[config.mk]
export PLATFORM = sky130hd
export DESIGN_NAME = fwd_hazard_unit
export DESIGN_NICKNAME = d
export VERILOG_FILES = /design/src/rtl/fwd_pkg.sv /design/src/rtl/fwd_sel_pick.sv /design/src/rtl/fwd_hazard_unit.sv
export SDC_FILE = /design/constraint.sdc
export NUM_CORES = 1
export LEC_CHECK = 0
export CAP_MARGIN = 20
export CORE_MARGIN = 1
export CORE_UTILIZATION = 40
export DETAILED_ROUTE_END_ITERATION = 12
export PLACE_DENSITY = 0.92
export REMOVE_ABC_BUFFERS = 1
export SYNTH_ARGS = -nofsm -noshare
export SYNTH_HDL_FRONTEND = slang
export SYNTH_SLANG_ARGS = --single-unit
[constraint.sdc]
create_clock -name clk -period 3.1 [get_ports clk]
set_input_delay 0.62 -clock clk [delete_from_list [all_inputs] [get_ports clk]]
set_output_delay 0.62 -clock clk [all_outputs]
set_load 0.005 [all_outputs]
[src/rtl/fwd_pkg.sv]
// Shared constants for the forwarding / load-use hazard unit: operand select
// codes, load-use FSM states and default datapath widths.
package fwd_pkg;

  localparam int XLEN   = 64;
  localparam int REG_AW = 5;

  typedef logic [2:0] fwd_sel_t;

  localparam fwd_sel_t FWD_NONE    = 3'd0;
  localparam fwd_sel_t FWD_MEM_ALU = 3'd1;
  localparam fwd_sel_t FWD_WB_ALU  = 3'd2;
  localparam fwd_sel_t FWD_WB_MEM  = 3'd3;
  localparam fwd_sel_t FWD_TMP_MEM = 3'd4;
  localparam fwd_sel_t FWD_TMP_ALU = 3'd5;

  typedef enum logic {
    LU_RUN   = 1'b0,
    LU_STALL = 1'b1
  } lu_state_t;

endpackage

[src/rtl/fwd_sel_pick.sv]
// Priority encoder for one EX operand: MEM beats WB beats WB-temp, and a
// destination of x0 never produces a forward.
module fwd_sel_pick
  import fwd_pkg::*;
#(
  parameter int AW = REG_AW
) (
  input  logic [AW-1:0] i_rs,
  input  logic [AW-1:0] i_mem_rd,
  input  logic          i_mem_reg_write,
  input  logic [AW-1:0] i_wb_rd,
  input  logic          i_wb_reg_write,
  input  logic          i_wb_mem_to_reg,
  input  logic          i_tmp_valid,
  input  logic [AW-1:0] i_tmp_rd,
  input  logic          i_tmp_m2r,
  output fwd_sel_t      o_sel
);

  logic w_mem_hit;
  logic w_wb_hit;
  logic w_tmp_hit;

  assign w_mem_hit = i_mem_reg_write && (i_mem_rd != '0) && (i_mem_rd == i_rs);
  assign w_wb_hit  = i_wb_reg_write  && (i_wb_rd  != '0) && (i_wb_rd  == i_rs);
  assign w_tmp_hit = i_tmp_valid     && (i_tmp_rd != '0) && (i_tmp_rd == i_rs);

  always_comb begin
    o_sel = FWD_NONE;
    if (w_mem_hit)
      o_sel = FWD_MEM_ALU;
    else if (w_wb_hit)
      o_sel = i_wb_mem_to_reg ? FWD_WB_MEM : FWD_WB_ALU;
    else if (w_tmp_hit)
      o_sel = i_tmp_m2r ? FWD_TMP_MEM : FWD_TMP_ALU;
  end

endmodule

[src/rtl/fwd_hazard_unit.sv]
// EX operand forward selects, load-use stall/bubble FSM and the WB-temp stage.
// Optional FWD_STATS_EN adds saturating forward / stall event counters.
module fwd_hazard_unit
  import fwd_pkg::*;
#(
  parameter int XLEN_P   = XLEN,
  parameter int REG_AW_P = REG_AW
) (
  input  logic                clk,
  input  logic                rstn,
  input  logic                pipe_hold,
  input  logic [REG_AW_P-1:0] id_rs1,
  input  logic [REG_AW_P-1:0] id_rs2,
  input  logic                id_use_rs1,
  input  logic                id_use_rs2,
  input  logic [REG_AW_P-1:0] ex_rs1,
  input  logic [REG_AW_P-1:0] ex_rs2,
  input  logic [REG_AW_P-1:0] ex_rd,
  input  logic                ex_mem_read,
  input  logic [REG_AW_P-1:0] mem_rd,
  input  logic                mem_reg_write,
  input  logic                mem_mem_read,
  input  logic [REG_AW_P-1:0] wb_rd,
  input  logic                wb_reg_write,
  input  logic [XLEN_P-1:0]   wb_alu_data,
  input  logic [XLEN_P-1:0]   wb_mem_data,
  input  logic                wb_mem_to_reg,
  output logic [2:0]          forward_signal1,
  output logic [2:0]          forward_signal2,
  output logic [XLEN_P-1:0]   wb_temp_alu_data,
  output logic [XLEN_P-1:0]   wb_temp_mem_data,
  output logic                stall_pc,
  output logic                stall_if_id,
  output logic                bubble_id_ex
`ifdef FWD_STATS_EN
  ,
  output logic [31:0]         fwd_cnt,
  output logic [31:0]         stall_cnt
`endif
);

  logic                r_tmp_valid;
  logic [REG_AW_P-1:0] r_tmp_rd;
  logic                r_tmp_m2r;
  logic [XLEN_P-1:0]   r_tmp_alu;
  logic [XLEN_P-1:0]   r_tmp_mem;

  lu_state_t r_state;
  lu_state_t w_state_next;
  logic      w_hazard;
  logic      w_lu_stall;

  // A MEM-stage load matching an EX source is an upstream protocol error;
  // the select still reports MEM, so the load flag plays no part here.
  logic w_unused_mem_read;
  assign w_unused_mem_read = mem_mem_read;

  fwd_sel_pick #(.AW(REG_AW_P)) u_pick_rs1 (
    .i_rs            (ex_rs1),
    .i_mem_rd        (mem_rd),
    .i_mem_reg_write (mem_reg_write),
    .i_wb_rd         (wb_rd),
    .i_wb_reg_write  (wb_reg_write),
    .i_wb_mem_to_reg (wb_mem_to_reg),
    .i_tmp_valid     (r_tmp_valid),
    .i_tmp_rd        (r_tmp_rd),
    .i_tmp_m2r       (r_tmp_m2r),
    .o_sel           (forward_signal1)
  );

  fwd_sel_pick #(.AW(REG_AW_P)) u_pick_rs2 (
    .i_rs            (ex_rs2),
    .i_mem_rd        (mem_rd),
    .i_mem_reg_write (mem_reg_write),
    .i_wb_rd         (wb_rd),
    .i_wb_reg_write  (wb_reg_write),
    .i_wb_mem_to_reg (wb_mem_to_reg),
    .i_tmp_valid     (r_tmp_valid),
    .i_tmp_rd        (r_tmp_rd),
    .i_tmp_m2r       (r_tmp_m2r),
    .o_sel           (forward_signal2)
  );

  always_ff @(posedge clk or negedge rstn) begin
    if (!rstn) begin
      r_tmp_valid <= 1'b0;
      r_tmp_rd    <= '0;
      r_tmp_m2r   <= 1'b0;
      r_tmp_alu   <= '0;
      r_tmp_mem   <= '0;
    end else if (!pipe_hold) begin
      r_tmp_valid <= wb_reg_write && (wb_rd != '0);
      r_tmp_rd    <= wb_rd;
      r_tmp_m2r   <= wb_mem_to_reg;
      r_tmp_alu   <= wb_alu_data;
      r_tmp_mem   <= wb_mem_data;
    end
  end

  assign wb_temp_alu_data = r_tmp_alu;
  assign wb_temp_mem_data = r_tmp_mem;

  assign w_hazard = ex_mem_read && (ex_rd != '0) &&
                    ((id_use_rs1 && (id_rs1 == ex_rd)) ||
                     (id_use_rs2 && (id_rs2 == ex_rd)));

  always_ff @(posedge clk or negedge rstn) begin
    if (!rstn)
      r_state <= LU_RUN;
    else
      r_state <= w_state_next;
  end

  // The stall is asserted in the hazard cycle itself; LU_STALL only exists
  // to suppress a second bubble for the same load.
  always_comb begin
    w_state_next = r_state;
    w_lu_stall   = 1'b0;
    case (r_state)
      LU_RUN: begin
        w_lu_stall = w_hazard;
        if (!pipe_hold && w_hazard)
          w_state_next = LU_STALL;
      end
      LU_STALL: begin
        if (!pipe_hold)
          w_state_next = LU_RUN;
      end
      default: w_state_next = LU_RUN;
    endcase
  end

  assign stall_pc     = w_lu_stall;
  assign stall_if_id  = w_lu_stall;
  assign bubble_id_ex = w_lu_stall;

`ifdef FWD_STATS_EN
  logic [31:0] r_fwd_cnt;
  logic [31:0] r_stall_cnt;
  logic        w_fwd_any;
  logic        w_lu_enter;

  assign w_fwd_any  = (forward_signal1 != FWD_NONE) || (forward_signal2 != FWD_NONE);
  assign w_lu_enter = (r_state == LU_RUN) && (w_state_next == LU_STALL);

  always_ff @(posedge clk or negedge rstn) begin
    if (!rstn) begin
      r_fwd_cnt   <= '0;
      r_stall_cnt <= '0;
    end else begin
      if (!pipe_hold && w_fwd_any && (r_fwd_cnt != '1))
        r_fwd_cnt <= r_fwd_cnt + 32'd1;
      if (w_lu_enter && (r_stall_cnt != '1))
        r_stall_cnt <= r_stall_cnt + 32'd1;
    end
  end

  assign fwd_cnt   = r_fwd_cnt;
  assign stall_cnt = r_stall_cnt;
`endif

endmodule

# ---- Yosys cells after proc, flatten, opt, wreduce, memory -nomap -nowiden
# Index checks and enable logic that the tools add are counted.
dict set report totals {
  regBits 136
  in_bits 173
  out_inout_bits 137
  elab_cells 47
}
dict set report classes {
  n_eq_ne 8
  mux 12
  n_bitwise 1
  reduce_logical 20
}
# op count
set ops {}
lappend ops {{$eq 5x5->1} 8}
lappend ops {{$reduce_bool 5->1} 4}
lappend ops {{$mux 3} 6}
lappend ops {{$logic_and 1x1->1} 14}
lappend ops {{$mux 1} 5}
lappend ops {{$pmux 1 s2} 1}
lappend ops {{$logic_not 1->1} 1}
lappend ops {{$logic_or 1x1->1} 1}
lappend ops {{$not 1->1} 1}

# ---- Depth between registers and ports, before layout
dict set report depth {
  depth_word 7
  mapped_depth 5
  ltp_nobuf 4
}

# ---- Hierarchy
# From an unflattened synthesis, not the netlist that was laid out.
dict set report unflattened {
  hier_cells 380
  area_unflattened_um2 5763.0
}
# mod instances cells_each area_per_inst_um2
set by_module_without_submodules {}
lappend by_module_without_submodules {fwd_hazard_unit 1 312 5257.5}
lappend by_module_without_submodules {fwd_sel_pick 2 34 252.7}

# ---- Worst setup path after synthesis
# No wires, ideal clock.
dict set report synth_path {
  path_kind {input port to output port}
  startpoint {input port wb_rd[4]}
  endpoint {output port forward_signal1[0]}
  t_arrival_ns 1.761
  required_time_ns 2.480
  setup_slack_ns 0.719
  cell_stages 4
  cell_sequence {or4_1 -> o21a_1 -> and3_4 -> o311ai_2}
}
dict set report synth_via {
  elab_chain_len 5
}
# element line
set synth_rtl {}
lappend synth_rtl {{from (decl)} fwd_hazard_unit.sv:23} ;# input logic [REG_AW_P-1:0] wb_rd,
lappend synth_rtl {{$reduce_bool 5->1} fwd_sel_pick.sv:25} ;# assign w_wb_hit = i_wb_reg_write && (i_wb_rd != '0) && (i_wb_rd == i_rs);
lappend synth_rtl {{$logic_and 1x1->1} fwd_sel_pick.sv:25}
lappend synth_rtl {{$logic_and 1x1->1 *} fwd_sel_pick.sv:25}
lappend synth_rtl {{$mux 3 *} fwd_sel_pick.sv:32} ;# else if (w_wb_hit)
lappend synth_rtl {{$mux 3 *} fwd_sel_pick.sv:30} ;# if (w_mem_hit)
lappend synth_rtl {{to (decl)} fwd_hazard_unit.sv:28} ;# output logic [2:0] forward_signal1,
# Every way passes the cells marked *; elsewhere a longest branch is shown, timed or not.

# ---- Worst setup path in the final report
dict set report layout_path {
  startpoint {input port ex_rs1[4]}
  endpoint {output port forward_signal1[2]}
}
dict set report layout_via {
  elab_chain_len 5
}
# element line
set layout_rtl {}
lappend layout_rtl {{from (decl)} fwd_hazard_unit.sv:16} ;# input logic [REG_AW_P-1:0] ex_rs1,
lappend layout_rtl {{$eq 5x5->1} fwd_sel_pick.sv:26} ;# assign w_tmp_hit = i_tmp_valid && (i_tmp_rd != '0) && (i_tmp_rd == i_rs);
lappend layout_rtl {{$logic_and 1x1->1} fwd_sel_pick.sv:26}
lappend layout_rtl {{$mux 3} fwd_sel_pick.sv:34} ;# else if (w_tmp_hit)
lappend layout_rtl {{$mux 3} fwd_sel_pick.sv:32}
lappend layout_rtl {{$mux 3 *} fwd_sel_pick.sv:30}
# Marked as above.

==> impl_summary.log <==
[metrics] xor and xnor area share after synthesis: 6.23%
[metrics] Starting Density: 41.8%
[metrics] insertion delay of the later-clocked pin in the worst-skew pair: 0.40 ns
[metrics] slew at the pin with the worst max-slew slack: 0.706 ns
[metrics] total global routing overflow: 0
[metrics] category of the worst setup path launch point: primary input
[metrics] final setup vio count: 0
[metrics] netlist area before placement: 5620 sq um
[metrics] CP startpoint: ex_rs1[4]
[metrics] area share of fa/ha/maj cells after synthesis: 0%
[metrics] critical path fanouts, max: 2
[metrics] total length of routed wires: 16200 microns
[metrics] fill cell total of the finished layout: 860
[metrics] Design Power: about 5200 uW
[metrics] commonest cells after routing, fill and taps aside: sky130_fd_sc_hd__clkdlybuf4s50_1, sky130_fd_sc_hd__dfrtp_1, sky130_fd_sc_hd__mux2_2
[metrics] vias after detailed routing: 4319
[metrics] number of buffers inserted for hold repair after clock tree synthesis: 0
[metrics] number of diodes: 0
[metrics] setup repair after global routing missed its margin: no
[metrics] share of the yosys chip area belonging to registers: between 60 and 70%
[metrics] post-route minimum period: 3.08 ns
[metrics] Chip Width: 121 microns
[metrics] number of buffers on the longest clock path: 2
[metrics] top cells by area in the synthesized netlist: sky130_fd_sc_hd__dfrtp_1, sky130_fd_sc_hd__mux2_2, sky130_fd_sc_hd__xnor2_1
[metrics] pin count of the biggest net entering global routing: between 100 and 150
[metrics] GRT Util Overall: 23.1%
[metrics] routability-driven placement congestion ratio: 0.899
[metrics] number of DRC violations after detailed routing: 0
[metrics] number of standard cells after synthesis: approximately 370
[metrics] area share of the largest cell type after synthesis: 60.6%
[metrics] wire length of the first global-routing pass: 25200 microns
[metrics] maximum capacitance violations: 0
[metrics] clock net sink count: ~140
[metrics] number of antenna violations at the first check in global routing: 0
[metrics] root buffer cell: sky130_fd_sc_hd__clkbuf_16
[metrics] Final nets: 870
[metrics] most common cell after layout, fill and taps aside: sky130_fd_sc_hd__clkdlybuf4s50_1
[metrics] power per cell area: 533 nW/um^2
[metrics] arrival time at the worst endpoint: 2.46 ns
[metrics] final design utilization: 72.1%
[metrics] Core Box Area: 13500 sq um
[metrics] simple logic cell fraction of the synthesized area: 3.65%
[metrics] type of element capturing the critical path: primary output
[metrics] clock-pin slew on the worst setup and hold paths: roughly 0.06 ns
[metrics] Fin Clk Skew: 0 ns
[metrics] layout cell share with drive strength beyond 1: slightly below 30%
[metrics] portion of netlist area occupied by mux cells: 27.1%
[metrics] Core Rows: 42
[metrics] fin crit share: 99.2%
[metrics] peak supply drop: about 0.38 mV
[metrics] worst min-delay path category: in -> async
[metrics] CTS H-Tree Depth: 4
[metrics] achievable frequency: 0.325 GHz
[metrics] worst setup path class: in -> out
[metrics] routed length per placed instance: 18.3 microns
[metrics] Data required, critical path: between 2 and 2.5 ns
[metrics] post-synthesis area per instance: around 15 sq um
[metrics] quantity of I/O buffers inserted on ports: 308
[metrics] Initial DRC Count: 145
[metrics] Worst Reg-to-Reg Cells: 1
[metrics] main combinational cell family by area after synthesis: multiplexers
[metrics] final max-slew violation count: 0
[metrics] number of search-and-repair iterations in the first detailed-routing pass: 4
[metrics] worst slew slack as a fraction of its limit: 52.9%
[metrics] count of warnings emitted by yosys: 0
[metrics] run status: finished clean
[metrics] share of the synthesized area in compound gates (AO/OA/AOI/OAI): 1.18%
[metrics] final antenna-violating net count: 0
[metrics] final hold violation count: 0
[metrics] number of storage elements in the synthesis netlist: 136
[metrics] post-synth cell types: 24
[metrics] Leak: 0.00405 uW
[metrics] leading area contributor after synthesis: sky130_fd_sc_hd__dfrtp_1
[metrics] Final HPWL DP: 12000 microns
[metrics] TritonCTS clock tree: done
[metrics] number of ports placed on the die boundary: 310
[metrics] number of global-route vias before repair: just under 5000
[metrics] Die Footprint: 14500 sq um
[metrics] area added between synthesis and finish: 72.7%
[metrics] startpoint of the worst-slack reg-to-reg timing path: r_tmp_rd[1]$_DFFE_PN0N_
[metrics] total CTS buffers: 17
[metrics] height of the die: 121 microns
[metrics] routed via count divided by cell count: between 4 and 5
## per-layer routing
metal / global-route usage (%) / wire (microns) / share of wire, % / vias to the layer above
met5: 0 / 0 / 0 / -
li1: - / - / - / 1954
met2: 43.6 / 8860 / 55 / 220
met3: 8.40 / 1470 / 9.0 / 32
met4: 9.65 / 390 / 2.4 / 0
met1: 22.6 / 5510 / 34 / 2113
## what timing repair did
item,CTS,global route
pin swaps,1,5
gates resized for setup,26,14
gates cloned,0,0
buffers inserted,1,0
setup endpoints to repair,8,7
## critical path: stages
cell and delay (ns):
sky130_fd_sc_hd__clkdlybuf4s50_1 0.54, sky130_fd_sc_hd__xnor2_1 0.14, sky130_fd_sc_hd__nand3_1 0.10, sky130_fd_sc_hd__or4_4 0.50
sky130_fd_sc_hd__buf_4 0.16, sky130_fd_sc_hd__nor3b_2 0.14, sky130_fd_sc_hd__dlygate4sd2_1 0.25
## cell families after synthesis
family | count (synthesis)
compound gates | 7
buf+inv | 17
flops | 136
mux | 135
xor+xnor | 40
simple gates | 32
## area by class of cell
cell class / instances / area [sq um] / share of cell area [%]
clock buffer: 20 / 457 / 4.71
clock inverter: 12 / 174 / 1.79
multi-input combinational: 214 / 2200 / 22.6
sequential: 136 / 3400 / 35.1
tap: 176 / 220 / 2.27
timing repair buffer: 328 / 3250 / 33.5
## metrics by stage
| stage | area [sq um] | worst slack [ns] | hold slack, ns | TNS (ns) | cells |
|---|---|---|---|---|---|
| after floorplan | 5550 | 0.719 | 0.324 | 0 | 350 |
| after global placement | 9010 | -0.377 | 0.485 | -1.73 | 853 |
| after detailed placement | 9010 | -0.384 | 0.492 | -1.86 | 853 |
| after CTS | 9660 | 0.000606 | 0.134 | 0 | 886 |
| after global routing | 9700 | 0.00759 | 0.151 | 0 | 886 |
| final | 9700 | 0.0244 | 0.128 | 0 | 886 |
## cells in the mapped netlist
cell type                    n
sky130_fd_sc_hd__and2_2      2
sky130_fd_sc_hd__and3_4      2
sky130_fd_sc_hd__nand3_1     4
sky130_fd_sc_hd__buf_1       1
sky130_fd_sc_hd__xnor2_1    22
sky130_fd_sc_hd__xor2_1     18
sky130_fd_sc_hd__o21ai_1     1
sky130_fd_sc_hd__o21ai_0     1
sky130_fd_sc_hd__buf_2       2
sky130_fd_sc_hd__o21a_1      1
sky130_fd_sc_hd__nor3b_1     3
sky130_fd_sc_hd__or4_1       7
sky130_fd_sc_hd__dfrtp_1   136
sky130_fd_sc_hd__buf_4       2
sky130_fd_sc_hd__o311ai_2    2
sky130_fd_sc_hd__nor3_1      3
sky130_fd_sc_hd__and4b_1     1
sky130_fd_sc_hd__a32o_1      1
sky130_fd_sc_hd__clkbuf_1   12
sky130_fd_sc_hd__o22ai_1     1
sky130_fd_sc_hd__nor2_1      3
sky130_fd_sc_hd__nand4_1     4
sky130_fd_sc_hd__mux2_2    135
sky130_fd_sc_hd__nand2_1     3
## report_power, final
part	internal, uW	switching (uW)
clock	1390	736
sequential	1950	104
combinational	678	312
total	4020	1150
## state kept, by name, summed over array words and instances (netlist names)
signal,cells
r_state,1
r_tmp_rd,5
wb_temp_alu_data,64
r_tmp_m2r,1
r_tmp_valid,1
wb_temp_mem_data,64
## worst paths after layout
check | end | slack [ns]
setup / recovery | forward_signal1[2] | 0.02
setup reg to reg | r_tmp_rd[1]$_DFFE_PN0N_ | 2.26
hold reg to reg | wb_temp_mem_data[33]$_DFFE_PN0N_ | 0.50
hold / removal | wb_temp_alu_data[60]$_DFFE_PN0N_ | 0.13
max in group asynchronous | wb_temp_mem_data[48]$_DFFE_PN0N_ | 2.20
min in group clk | wb_temp_mem_data[33]$_DFFE_PN0N_ | 0.50
Note: power is estimated with default switching activity, not from simulation.
